===== src/rtl/config_frame_writer_pkg.sv =====
// Shared types and constants for the column configuration frame loader.
// Imported by the loader top and its strobe decoder.
package config_frame_pkg;

    typedef enum logic [1:0] {
        IDLE,
        HEADER,
        DATA,
        STROBE
    } cfgState_t;

    localparam int unsigned DESYNC_BIT = 31;
    localparam int unsigned IDX_LSB    = 0;
    localparam int unsigned IDX_MSB    = 7;
    localparam int unsigned IDX_W      = IDX_MSB - IDX_LSB + 1;

    localparam logic [31:0] SYNC_WORD  = 32'hFAB0_FAB1;

endpackage


===== src/rtl/config_frame_writer_if.sv =====
// Valid/ready config word stream feeding the column frame loader.
interface config_frame_writer_if;

    logic [31:0] WordIn;
    logic        WordValid;
    logic        WordReady;

    modport master (output WordIn, output WordValid, input WordReady);
    modport slave  (input WordIn, input WordValid, output WordReady);

endinterface


===== src/rtl/config_frame_writer_decoder.sv =====
// Frame index to one-hot frame strobe; all-zero when disabled or index out of range.
module frame_strobe_decoder
    import config_frame_pkg::*;
#(
    parameter int unsigned MaxFramesPerCol = 20
) (
    input  logic [IDX_W-1:0]           idx,
    input  logic                       enable,
    output logic [MaxFramesPerCol-1:0] strobe
);

    always_comb begin
        strobe = '0;
        for (int unsigned i = 0; i < MaxFramesPerCol; i++) begin
            if (enable && (32'(idx) == i)) begin
                strobe[i] = 1'b1;
            end
        end
    end

endmodule


===== src/rtl/config_frame_writer.sv =====
// Column-level configuration loader: syncs on the config stream, assembles one
// frame of per-row words and pulses the matching one-hot FrameStrobe.
module config_frame_writer
    import config_frame_pkg::*;
#(
    parameter int unsigned MaxFramesPerCol = 20,
    parameter int unsigned FrameBitsPerRow = 32,
    parameter int unsigned NumRows         = 16,
    parameter logic [31:0] SyncWord        = SYNC_WORD
) (
    input  logic                               CLK,
    input  logic                               RST,
    config_frame_writer_if.slave               wordBus,
    output logic [NumRows*FrameBitsPerRow-1:0] FrameData,
    output logic [MaxFramesPerCol-1:0]         FrameStrobe,
    output logic                               Busy,
    output logic                               FrameErr,
    output logic [15:0]                        FramesDone
);

    localparam int unsigned ROW_W = (NumRows > 1) ? $clog2(NumRows) : 1;

    generate
        if (FrameBitsPerRow != 32) begin : gBadRowWidth
            $error("config_frame_writer: FrameBitsPerRow must be 32");
        end
    endgenerate

    cfgState_t state, nextState;

    logic [IDX_W-1:0]                        idx;
    logic                                    drop;
    logic [ROW_W-1:0]                        rowCnt;
    logic [NumRows-1:0][FrameBitsPerRow-1:0] frameRows;

    logic             fire;
    logic             latchHeader;
    logic             writeRow;
    logic [IDX_W-1:0] hdrIdx;
    logic             hdrOutOfRange;

    assign wordBus.WordReady = (state != STROBE);
    assign fire              = wordBus.WordValid && wordBus.WordReady;
    assign hdrIdx            = wordBus.WordIn[IDX_MSB:IDX_LSB];
    assign hdrOutOfRange     = (32'(hdrIdx) >= MaxFramesPerCol);

    assign FrameData = frameRows;
    assign Busy      = (state != IDLE);

    always_comb begin
        nextState   = state;
        latchHeader = 1'b0;
        writeRow    = 1'b0;
        case (state)
            IDLE: begin
                if (fire && (wordBus.WordIn == SyncWord)) begin
                    nextState = HEADER;
                end
            end
            HEADER: begin
                // SyncWord has its desync bit set, so the re-sync match must win.
                if (fire) begin
                    if (wordBus.WordIn == SyncWord) begin
                        nextState = HEADER;
                    end else if (wordBus.WordIn[DESYNC_BIT]) begin
                        nextState = IDLE;
                    end else begin
                        latchHeader = 1'b1;
                        nextState   = DATA;
                    end
                end
            end
            DATA: begin
                if (fire) begin
                    writeRow = 1'b1;
                    if (rowCnt == ROW_W'(NumRows - 1)) begin
                        nextState = STROBE;
                    end
                end
            end
            STROBE:  nextState = HEADER;
            default: nextState = IDLE;
        endcase
    end

    always_ff @(posedge CLK) begin
        if (RST) begin
            state      <= IDLE;
            idx        <= '0;
            drop       <= 1'b0;
            rowCnt     <= '0;
            frameRows  <= '0;
            FrameErr   <= 1'b0;
            FramesDone <= '0;
        end else begin
            state <= nextState;
            if (latchHeader) begin
                idx    <= hdrIdx;
                drop   <= hdrOutOfRange;
                rowCnt <= '0;
                if (hdrOutOfRange) begin
                    FrameErr <= 1'b1;
                end
            end
            if (writeRow) begin
                frameRows[rowCnt] <= wordBus.WordIn;
                rowCnt            <= rowCnt + ROW_W'(1);
            end
            if ((state == STROBE) && !drop && (FramesDone != '1)) begin
                FramesDone <= FramesDone + 16'd1;
            end
        end
    end

    frame_strobe_decoder #(
        .MaxFramesPerCol(MaxFramesPerCol)
    ) uStrobeDecoder (
        .idx   (idx),
        .enable((state == STROBE) && !drop),
        .strobe(FrameStrobe)
    );

endmodule


===== src/flat_wrapper.sv =====
// flat-port wrapper written by rule: the top's interface ports become plain ports
module config_frame_writer_flat import config_frame_pkg::*;
#(
    parameter int unsigned MaxFramesPerCol = 20,
    parameter int unsigned FrameBitsPerRow = 32,
    parameter int unsigned NumRows         = 16,
    parameter logic [31:0] SyncWord        = SYNC_WORD
)
  (CLK, RST, FrameData, FrameStrobe, Busy, FrameErr, FramesDone, wordBus_WordIn, wordBus_WordValid, wordBus_WordReady);
  config_frame_writer_if wordBus_i ();
  input  logic CLK;
  input  logic RST;
  output logic [NumRows*FrameBitsPerRow-1:0] FrameData;
  output logic [MaxFramesPerCol-1:0] FrameStrobe;
  output logic Busy;
  output logic FrameErr;
  output logic [15:0] FramesDone;
  input wire logic [$bits(wordBus_i.WordIn)-1:0] wordBus_WordIn;
  input wire logic [$bits(wordBus_i.WordValid)-1:0] wordBus_WordValid;
  output wire logic [$bits(wordBus_i.WordReady)-1:0] wordBus_WordReady;
  assign wordBus_i.WordIn = wordBus_WordIn;
  assign wordBus_i.WordValid = wordBus_WordValid;
  assign wordBus_WordReady = wordBus_i.WordReady;
  config_frame_writer #(.MaxFramesPerCol(MaxFramesPerCol), .FrameBitsPerRow(FrameBitsPerRow), .NumRows(NumRows), .SyncWord(SyncWord)) u_core (.CLK(CLK), .RST(RST), .wordBus(wordBus_i), .FrameData(FrameData), .FrameStrobe(FrameStrobe), .Busy(Busy), .FrameErr(FrameErr), .FramesDone(FramesDone));
endmodule

===== config.mk =====
export PLATFORM = sky130hd
export DESIGN_NAME = config_frame_writer_flat
export DESIGN_NICKNAME = d
export VERILOG_FILES = /design/src/rtl/config_frame_writer_pkg.sv /design/src/rtl/config_frame_writer_if.sv /design/src/rtl/config_frame_writer_decoder.sv /design/src/rtl/config_frame_writer.sv /design/src/flat_wrapper.sv
export SDC_FILE = /design/constraint.sdc
export NUM_CORES = 1
export LEC_CHECK = 0
export CAP_MARGIN = 10
export CELL_PAD_IN_SITES_DETAIL_PLACEMENT = 1
export CELL_PAD_IN_SITES_GLOBAL_PLACEMENT = 1
export CORE_ASPECT_RATIO = 2
export CORE_MARGIN = 2
export CORE_UTILIZATION = 34
export CTS_CLUSTER_DIAMETER = 40
export DETAILED_ROUTE_END_ITERATION = 8
export PLACE_DENSITY_LB_ADDON = 0.1
export SYNTH_ARGS = -nofsm -noshare
export SYNTH_HDL_FRONTEND = slang
export SYNTH_SLANG_ARGS = --single-unit

===== constraint.sdc =====
create_clock -name CLK -period 2.1 [get_ports CLK]
set_clock_uncertainty 0.15 [all_clocks]
set_input_delay 0.42 -clock CLK [delete_from_list [all_inputs] [get_ports CLK]]
set_output_delay 0.42 -clock CLK [all_outputs]
set_load 0.02 [all_outputs]

After elaboration in Yosys (flattened, before gate mapping). Cells that the tools add are included.

Flip-flop bits (word level): 544. Word-level logic and storage cells: 127. Output and inout bits: 551. Input bits: 35.

Muxes and demuxes: 38. Order comparisons: 3. Add/subtract/negate cells: 2. Reductions and logical operators: 32. Equal/unequal tests: 30.

Operators by type and width (number): $bwmux W512 (1); $demux W32 S4 (1); $eq A8 B4 Y1 const B (8); $eq A32 B32 Y1 const B (1); $eq A8 B3 Y1 const B (4); $eq A8 B5 Y1 const B (4); $mux W32 (1); $mux W1 (26); $logic_and A1 B1 Y1 (25); $add A16 B1 Y16 const B (1); $eq A8 B2 Y1 const B (2); $ne A16 B16 Y1 const B (1); $mux W2 (6); $eq A8 B1 Y1 const B (1); $ge A8 B5 Y1 const B (1); $logic_not A8 Y1 (1); $mux W4 (2); $ne A2 B1 Y1 const B (4); $pmux W2 S4 (1); $lt A4 B5 Y1 const B (1); $add A4 B1 Y4 const B (1); $eq A2 B2 Y1 const B (2); $eq A4 B4 Y1 const B (1); $ge A4 B1 Y1 const B (1); other kinds (7) (8).

Longest topological paths before layout.
Depth after elaboration: 6. Mapped depth: 9. Depth with buffers taken out: 7.

By module. Synthesis repeated with hierarchy kept, for this count alone.

Cells, all modules: 2543. Area total of the unflattened synthesis: 19784.0 µm².

Modules (own cells, without submodules): config_frame_writer (instances 1, area an instance 19585.0 µm², seq. area each 10890.4 µm², cells an instance 2511); frame_strobe_decoder (instances 1, area an instance 198.9 µm², seq. area each 0.0 µm², cells an instance 32).

Worst setup path after synthesis. No wires, ideal clock.

Kind: flip-flop to output port. Start point: reg u_core.state[0]. End point: out FrameStrobe[2]. Cell stages (with the launch flop): 6. Required time: 1530 ps. Buffers on the path: 0. Slack: 5 ps. Arrival: 1525 ps. Cell sequence: dfxtp_1 ha_1 inv_1 nor3_1 nand3_1 nor3_1.

Word-level cells in the longest chain between the ends: 4.

RTL lines: start: declaration (RTL line config_frame_writer.sv:29) `cfgState_t state, nextState;`; start signal: assignment (RTL line config_frame_writer.sv:96) `state <= nextState;`; $eq A2 B2 Y1 (RTL line config_frame_writer.sv:119) `.enable((state == STROBE) && !drop),`; $logic_and A1 B1 Y1 (RTL line config_frame_writer.sv:119); $logic_and A1 B1 Y1 (RTL line config_frame_writer_decoder.sv:15) `if (enable && (32'(idx) == i)) begin`; $mux W1 (RTL line config_frame_writer_decoder.sv:15); end: declaration (RTL line flat_wrapper.sv:14) `output logic [MaxFramesPerCol-1:0] FrameStrobe;`.

No other way between the ends.

Worst setup path in the final report.
Start point: reg u_core.idx[6]. End point: out FrameStrobe[0].

Word-level cells in the longest chain between the ends: 3.

RTL lines: start: declaration (RTL line config_frame_writer.sv:31) `logic [IDX_W-1:0] idx;`; start signal: assignment (RTL line config_frame_writer.sv:98) `idx <= hdrIdx;`; $logic_not A8 Y1 (RTL line config_frame_writer_decoder.sv:15); $logic_and A1 B1 Y1 (RTL line config_frame_writer_decoder.sv:15); $mux W1 (RTL line config_frame_writer_decoder.sv:15).

No other way between the ends.

==> results.py <==
metrics = {
    "synth": {
        "netlist_instances": 2545,
        "netlist_top_cells_area": "dfxtp_1 (56%), nand2_1 (20%), a21oi_1 (13%), clkbuf_1 (3.3%), buf_2 (1.3%)",
        "synth_edf_count": 0,
        "synth-main-ff-cell": "dfxtp_1",
        "muxShareOfSynthArea": 0.00153,
        "synth_fp_nets": 2589,
        "synth_area_per_cell_sq_um": 7.71,
        "ys_seq_area_frac": 0.555,
        "yosys.area_share.simple": 0.239,
        "synthDistinctLibCells": 46,
        "netlist_area_sq_um": 19600,
        "synth-seq-cells": 544,
        "yosysTopAreaCell": "dfxtp_1",
        "synthAdderAreaFrac": 0.00574,
        "synth_xor_area_frac": 0.00536,
        "synth_top_family_by_area": "simple AND/OR/NAND/NOR gates",
        "synth_top_area_frac": 0.555,
        "synth_compound_area_frac": 0.142,
        "async_reset_ff_frac": 0,
        "yosysWarnings": 0,
    },
    "sta": {
        "relSlewSlack": 0.403,
        "finalCritPeriodShare": 1.29,
        "fmax_mhz": 368,
        "maxSlewViolCount": 0,
        "min_period_ps": 2720,
        "worst_slack_ps": -618,
        "whs_ps": 306,
        "hold_viol_final": 0,
        "setup_viol_count_final": 1067,
        "worstMarginPinSlew_ps": 884,
        "rsz0062_at_grt": "true",
    },
    "layout": {
        "register_area_sq_um": 10900,
        "final_common_cell": "nand2_1",
        "layout-drive-gt1-share": 0.287,
        "multiInputGateArea_sq_um": 10700,
        "nets": 3308,
        "n_fill_cell": 6254,
        "area_delta_synth_final_pct": 79.1,
        "final_cell_mix": "nand2_1 (824), clkdlybuf4s50_1 (551), dfxtp_1 (538)",
    },
    "setup_path": {
        "crit_arrival_ps": 2150,
        "critPathLaunchType": "register",
        "crit_path_end_kind": "output port",
        "regToRegSetupSlack_ps": -480,
        "cp_max_fo": 4,
        "path_delay_family": "simple AND/OR/NAND/NOR gates",
        "critPathMaxStageDelay_ps": 340,
        "critPathKind": "register to output port",
        "cp_slowest_cell": "dfxtp_2",
        "r2r-end": "u_core.FrameData[13]",
        "r2r-start": "u_core.state[1]",
        "crit_path_frequent_cell": "buf_4",
        "cp_cell_sequence": "nor4_4, buf_4, nor2b_4, nand2_4, nor3_2, buf_4",
        "cp.required_ps": 1530,
        "cp_num_buf_inv": 2,
        "rr_worst_depth": 12,
    },
    "detailed_routing": {
        "wl_microns": 124000,
        "drc_errors": 0,
        "firstDrtPassIters": 5,
        "wl_per_cell_microns": 30.6,
        "drt_iter0_markers": 1428,
        "via_per_inst": 5.57,
        "antenna_left": 0,
        "route.vias.total": 22671,
    },
    "worst_hold_path": {
        "hold_path_depth": 2,
        "min_to": "u_core.FrameData[331]",
        "hold_path_class": "register to register",
        "hp-start": "u_core.FrameData[331]",
    },
    "die": {
        "io-pin-count": 586,
        "initial_core_util": 0.344,
        "num_rows": 124,
        "die_y_microns": 344,
        "die_area_sq_um": 59700,
        "core-area_sq_um": 57100,
        "die_w_microns": 174,
    },
    "power": {
        "p_leak_nw": 12.6,
        "powerDensity_nw_per_um2": 616,
        "ir_worst_vdd_uv": 620,
    },
    "grt": {
        "grt_antenna_before_repair": 6,
        "grt_pass1_wl_microns": 161000,
        "grt_overflow": 0,
        "grt_use_total": 0.366,
        "grt_pass1_vias": 23339,
        "grt_start_max_net_pins": 103,
    },
    "placement": {
        "dp_hpwl_microns": 65300,
        "port_buffers": 585,
        "finalWeightedCongestion": 0.824,
        "place_ws_ps": -725,
    },
    "clock_network": {
        "numCtsBuffers": 53,
        "cts_sinks": 544,
        "clk_pin_slew_ps": 60,
        "worstSkewPairLatency_ps": 600,
        "cts_tree": "done",
        "cts_htree_levels": 2,
        "cts-root-buf": "clkbuf_16",
        "clockBufferDepth": 3,
    },
    "run": {
        "maxCapViolCount": 0,
    },
    "run_status": {
        "run_status": "finished, violations left",
        "violations": "setup timing",
    },
}
## metal layers
layer,vias up,routed length (microns),track usage
li1,9651,-,-
met1,11306,39900,0.358
met2,1202,62700,0.656
met3,510,8860,0.0880
met4,2,12900,0.294
met5,-,11,0
## cell families (layout without fill, tap and decap cells)
logic type                 Yosys count  in the layout
DFF                                544            544
adders and majority gates            9              9
and+or+nand+nor                   1190           1190
other                                0              4
xor gates and xnor gates            12             12
AOI/OAI and AO/OA                  547            547
buffers and inverters              240           1002
muxes                                3              3
## cells in the mapped netlist (2+ instances only)
cell type / number
buf_4: 5
nor4b_1: 2
nor2b_1: 6
dfxtp_1: 544
buf_1: 3
and2_1: 3
a21oi_1: 527
ha_1: 9
xor2_1: 3
nand4_1: 11
nand2b_1: 6
o21ai_0: 3
nand2_1: 1059
nand4b_1: 3
xnor2_1: 9
nor4_1: 4
a211oi_1: 4
buf_6: 2
buf_2: 49
nor3_2: 4
inv_1: 10
nor3_1: 14
clkbuf_1: 171
nor2_1: 48
nand3_1: 18
mux2i_1: 3
and3_1: 3
and4_1: 3
a31oi_1: 2
## how the worst max path moves through the flow
stage,start,endpoint,slack (ps),cells after the start
2_1_floorplan,u_core.state[0],FrameStrobe[2],5,5
5_1_grt,u_core.idx[6],FrameStrobe[0],-680,6
6_report,u_core.idx[6],FrameStrobe[0],-620,6
3_5_place_dp,wordBus_WordIn[10],u_core.state[1],-720,7
3_3_place_gp,wordBus_WordIn[10],u_core.state[1],-760,7
4_1_cts,u_core.idx[6],FrameStrobe[0],-520,6
## final cells by class
| type | count | area share |
|---|---|---|
| Antenna cell | 4 | 0.000285 |
| Clock buffer | 72 | 0.0433 |
| Clock inverter | 26 | 0.00976 |
| Inverter | 10 | 0.00114 |
| Multi-Input combinational cell | 1761 | 0.303 |
| Sequential cell | 544 | 0.310 |
| Tap cell | 756 | 0.0269 |
| Timing Repair Buffer | 894 | 0.305 |
## through the flow
step | power (W) | instance area (sq um) | TNS (ps) | utilization | cells
floorplan | 0.0108 | 19600 | 0 | - | 2545
global placement | 0.0112 | 27300 | -192690 | 0.478 | 3806
detailed placement | 0.0112 | 27300 | -218950 | 0.478 | 3806
CTS | 0.0215 | 32300 | -95330 | 0.566 | 4022
global route | 0.0221 | 35100 | -244740 | 0.615 | 4067
finish | 0.0216 | 35100 | -209320 | 0.615 | 4067
## sequential cells by signal, indices dropped and copies added (netlist names)
register           flops
u_core.FrameErr        1
u_core.FrameData     512
u_core.drop            1
u_core.state           2
u_core.idx             8
u_core.FramesDone     16
u_core.rowCnt          4
## tightest hold or removal path, cell delays in order, from the launching register on
cell and delay (ps):
dfxtp_1 310, nand2_1 50, a21oi_1 50
## power breakdown
group	internal [W]	leakage (nW)	total, W	switching [W]
combinational	0.000175	7.31	0.000846	0.000671
sequential	0.0103	4.38	0.0103	0.0000000000840
clock	0.00597	0.900	0.0105	0.00451
total	0.0165	12.6	0.0216	0.00518
## what timing repair did
action                                  in CTS  in global routing
hold buffers                                 1                  0
gates resized for setup                    393                625
endpoints found under the hold margin        5                  0
setup buffers                               62                 41
pin swaps                                  121                257
endpoints found under the setup margin    1065               1069
cloned                                      58                 21
(Power assumes the default switching activity.)
==> RTL change, RTL diff (same flow settings) <==
The package constant `IDX_MSB` goes from 7 to 8.
--- a/src/rtl/config_frame_writer_pkg.sv
+++ b/src/rtl/config_frame_writer_pkg.sv
@@ -11,7 +11,7 @@
 
     localparam int unsigned DESYNC_BIT = 31;
     localparam int unsigned IDX_LSB    = 0;
-    localparam int unsigned IDX_MSB    = 7;
+    localparam int unsigned IDX_MSB    = 8;
     localparam int unsigned IDX_W      = IDX_MSB - IDX_LSB + 1;
 
     localparam logic [31:0] SYNC_WORD  = 32'hFAB0_FAB1;
Formal check against the unedited RTL: not equivalent (a bounded check fails within 4 cycles, from zero or initial values and one cycle with RST high).
==> RTL change against the original RTL <==
  * The run still ends with negative setup slack left
  * Cell area is 8.8% lower
  * Register-to-register slack worse by 20 ps
  * Critical path depth rose by 3
  * Via count shrank 5.7%
  * Power decreased by 2.0%
  * Maximum frequency is 2.8% lower
  * Sequential cell count is 1 higher
  * Largest power group is now registers
  * Combinational power fell by 7.2%
  * Utilization down 5.4 points
  * Wire length decreased by 11%
  * Synthesized cell count rose by 0.24%
  * Setup slack got worse by 77 ps
  * Synthesized area about the same
==> RTL change: results (changes against the original RTL) <==
GR Util All Layers: 34.1% (was 36.6%)
max reg flops: 512 (unchanged)
Filler cells: 6,614 (was 6,254)
failing checks: negative setup slack (unchanged)
Leakage: 10.9 nW (was 12.6 nW)
synth unique cells: 44 (was 46)
outcome: finished, violations left (unchanged)
final setup fails: 1,071 (was 1,067)
vias in the first global route: 22.3k (was 23.3k)
CP max FO: 3 (was 4)
DR iter-0 viols: 980 (was 1,428)
Async SR Flop Fraction: 0% (unchanged)
H-Tree Depth: 2 (unchanged)
Worst-Margin Slew: 547 ps (was 884 ps)
HPWL after DPL: 68,900 microns (was 65,300 microns)
yosys warns: 0 (unchanged)
CTS root buffer: clkbuf_16 (unchanged)
net count after synthesis: 2,595 (was 2,589)
Min-Delay Path Class: primary input to register (was register to register)
TritonRoute pass-1 iters: 5 (unchanged)
first-pass GRT wire length: 150,000 microns (was 161,000 microns)
CP arrival: 2220 ps (was 2150 ps)
vias per cell: 5.34 (was 5.57)
layout cell share with drive strength beyond 1: 19.0% (was 28.7%)
antenna violations before repair: 2 (was 6)
sequential share of the synthesized area: 55.6% (was 55.5%)
number of buffers created by CTS: 54 (was 53)
Layout Nets: 3,243 (was 3,308)
ranking of synthesized cells by area: dfxtp_1 (56%), nand2_1 (20%), a21oi_1 (13%) (unchanged)
largest net degree at the start of global routing: 95 (was 103)
clk buf depth: 3 (unchanged)
PortBufs: 585 (unchanged)
clock-pin slew on the worst setup and hold paths: 70 ps
GPL Wtd Cong: 0.883 (was 0.824)
Skew-Pair Late Insertion Delay: 600 ps (about the same)
Synth Flop Type: dfxtp_1 (unchanged)
Peak VDD IR: 628 uV (was 620 uV)
final setup margin: -695 ps (was -618 ps)
Routed WL: 111,000 microns (was 124,000 microns)
Post-synth top cells: nand2_1 (1,063), dfxtp_1 (545), a21oi_1 (526) (was nand2_1 (1,059), dfxtp_1 (544), a21oi_1 (527))
[RTL change: cell types whose count changed after synthesis, sizes merged, moves of 4 or more]
cell,before,now
xnor2,9,2
nand2,1059,1063
nor3,18,14
nor2,48,52
clkbuf,171,183
xor2,3,11
buf,59,49
[RTL change: per-layer routing]
metal  track usage (%)  share of wire, %
met4              24.4               9.4
met5                 0                 0
met2              62.2                51
met3              8.91               7.3
met1              33.3                32
[RTL change: area by class of cell]
cell class | instances | share of cell area [%]
Antenna cell | 3 | 0.0234
Inverter | 9 | 0.121
Tap cell | 756 | 2.95
Timing Repair Buffer | 823 | 28.9
Multi-Input combinational cell | 1766 | 28.2
Clock buffer | 79 | 5.08
Clock inverter | 21 | 0.593
Sequential cell | 545 | 34.1
[RTL change: power by group]
| group | leakage [nW] | switching (W) | internal [W] |
|---|---|---|---|
| registers | 4.39 | 0.0000000000685 | 0.0103 |
| logic | 5.57 | 0.000611 | 0.000174 |
| clock network | 0.894 | 0.00453 | 0.00556 |
[RTL change: cells by family (layout without fill, tap and decap cells)]
| family | Yosys count | after routing | synth area share, % |
|---|---|---|---|
| AOI/OAI and AO/OA | 544 | 544 | 14.1 |
| xor gates and xnor gates | 13 | 13 | 0.580 |
| DFF | 545 | 545 | 55.6 |
| adders and majority gates | 9 | 9 | 0.574 |
| other | 0 | 3 | 0 |
| muxes | 3 | 3 | 0.153 |
| and+or+nand+nor | 1196 | 1197 | 24.0 |
| buffers and inverters | 241 | 932 | 4.98 |
[RTL change: path summary, 6_finish.rpt]
check / endpoint / from / depth (start not counted) / slack, ps
setup reg to reg: u_core.FrameData[91] / u_core.state[0] / 15 / -500
hold reg to reg: u_core.FrameData[108] / u_core.FrameData[108] / 2 / 310
setup / recovery: FrameStrobe[6] / u_core.idx[8] / 9 / -690
hold / removal: u_core.FrameData[391] / RST / 2 / 60
[RTL change: worst max-delay path, stage by stage, from the launching register on]
cell and delay (ps):
dfxtp_2 330, nor4_4 260, buf_4 160, nand2_4 50, nor2_4 110, buf_6 120
nand3b_1 150, buf_4 200, nor2_4 110, buf_6 130
[RTL change: what timing repair did]
action | CTS | global route
gates cloned | 26 | 19
endpoints found under the hold margin | 0 | 0
pin swaps | 33 | 97
setup endpoints to repair | 1063 | 1080
gates resized for setup | 228 | 302
setup buffers | 35 | 33
[RTL change: metrics by stage]
step	cells	instance area (sq um)	setup slack [ps]	TNS, ps
4_1_cts	3959	30500	-669	-206480
3_3_place_gp	3801	27300	-509	-140590
6_report	4002	32000	-695	-216520
2_1_floorplan	2551	19700	-28.2	-84.5
5_1_grt	4001	32000	-778	-271380
3_5_place_dp	3801	27300	-591	-166140
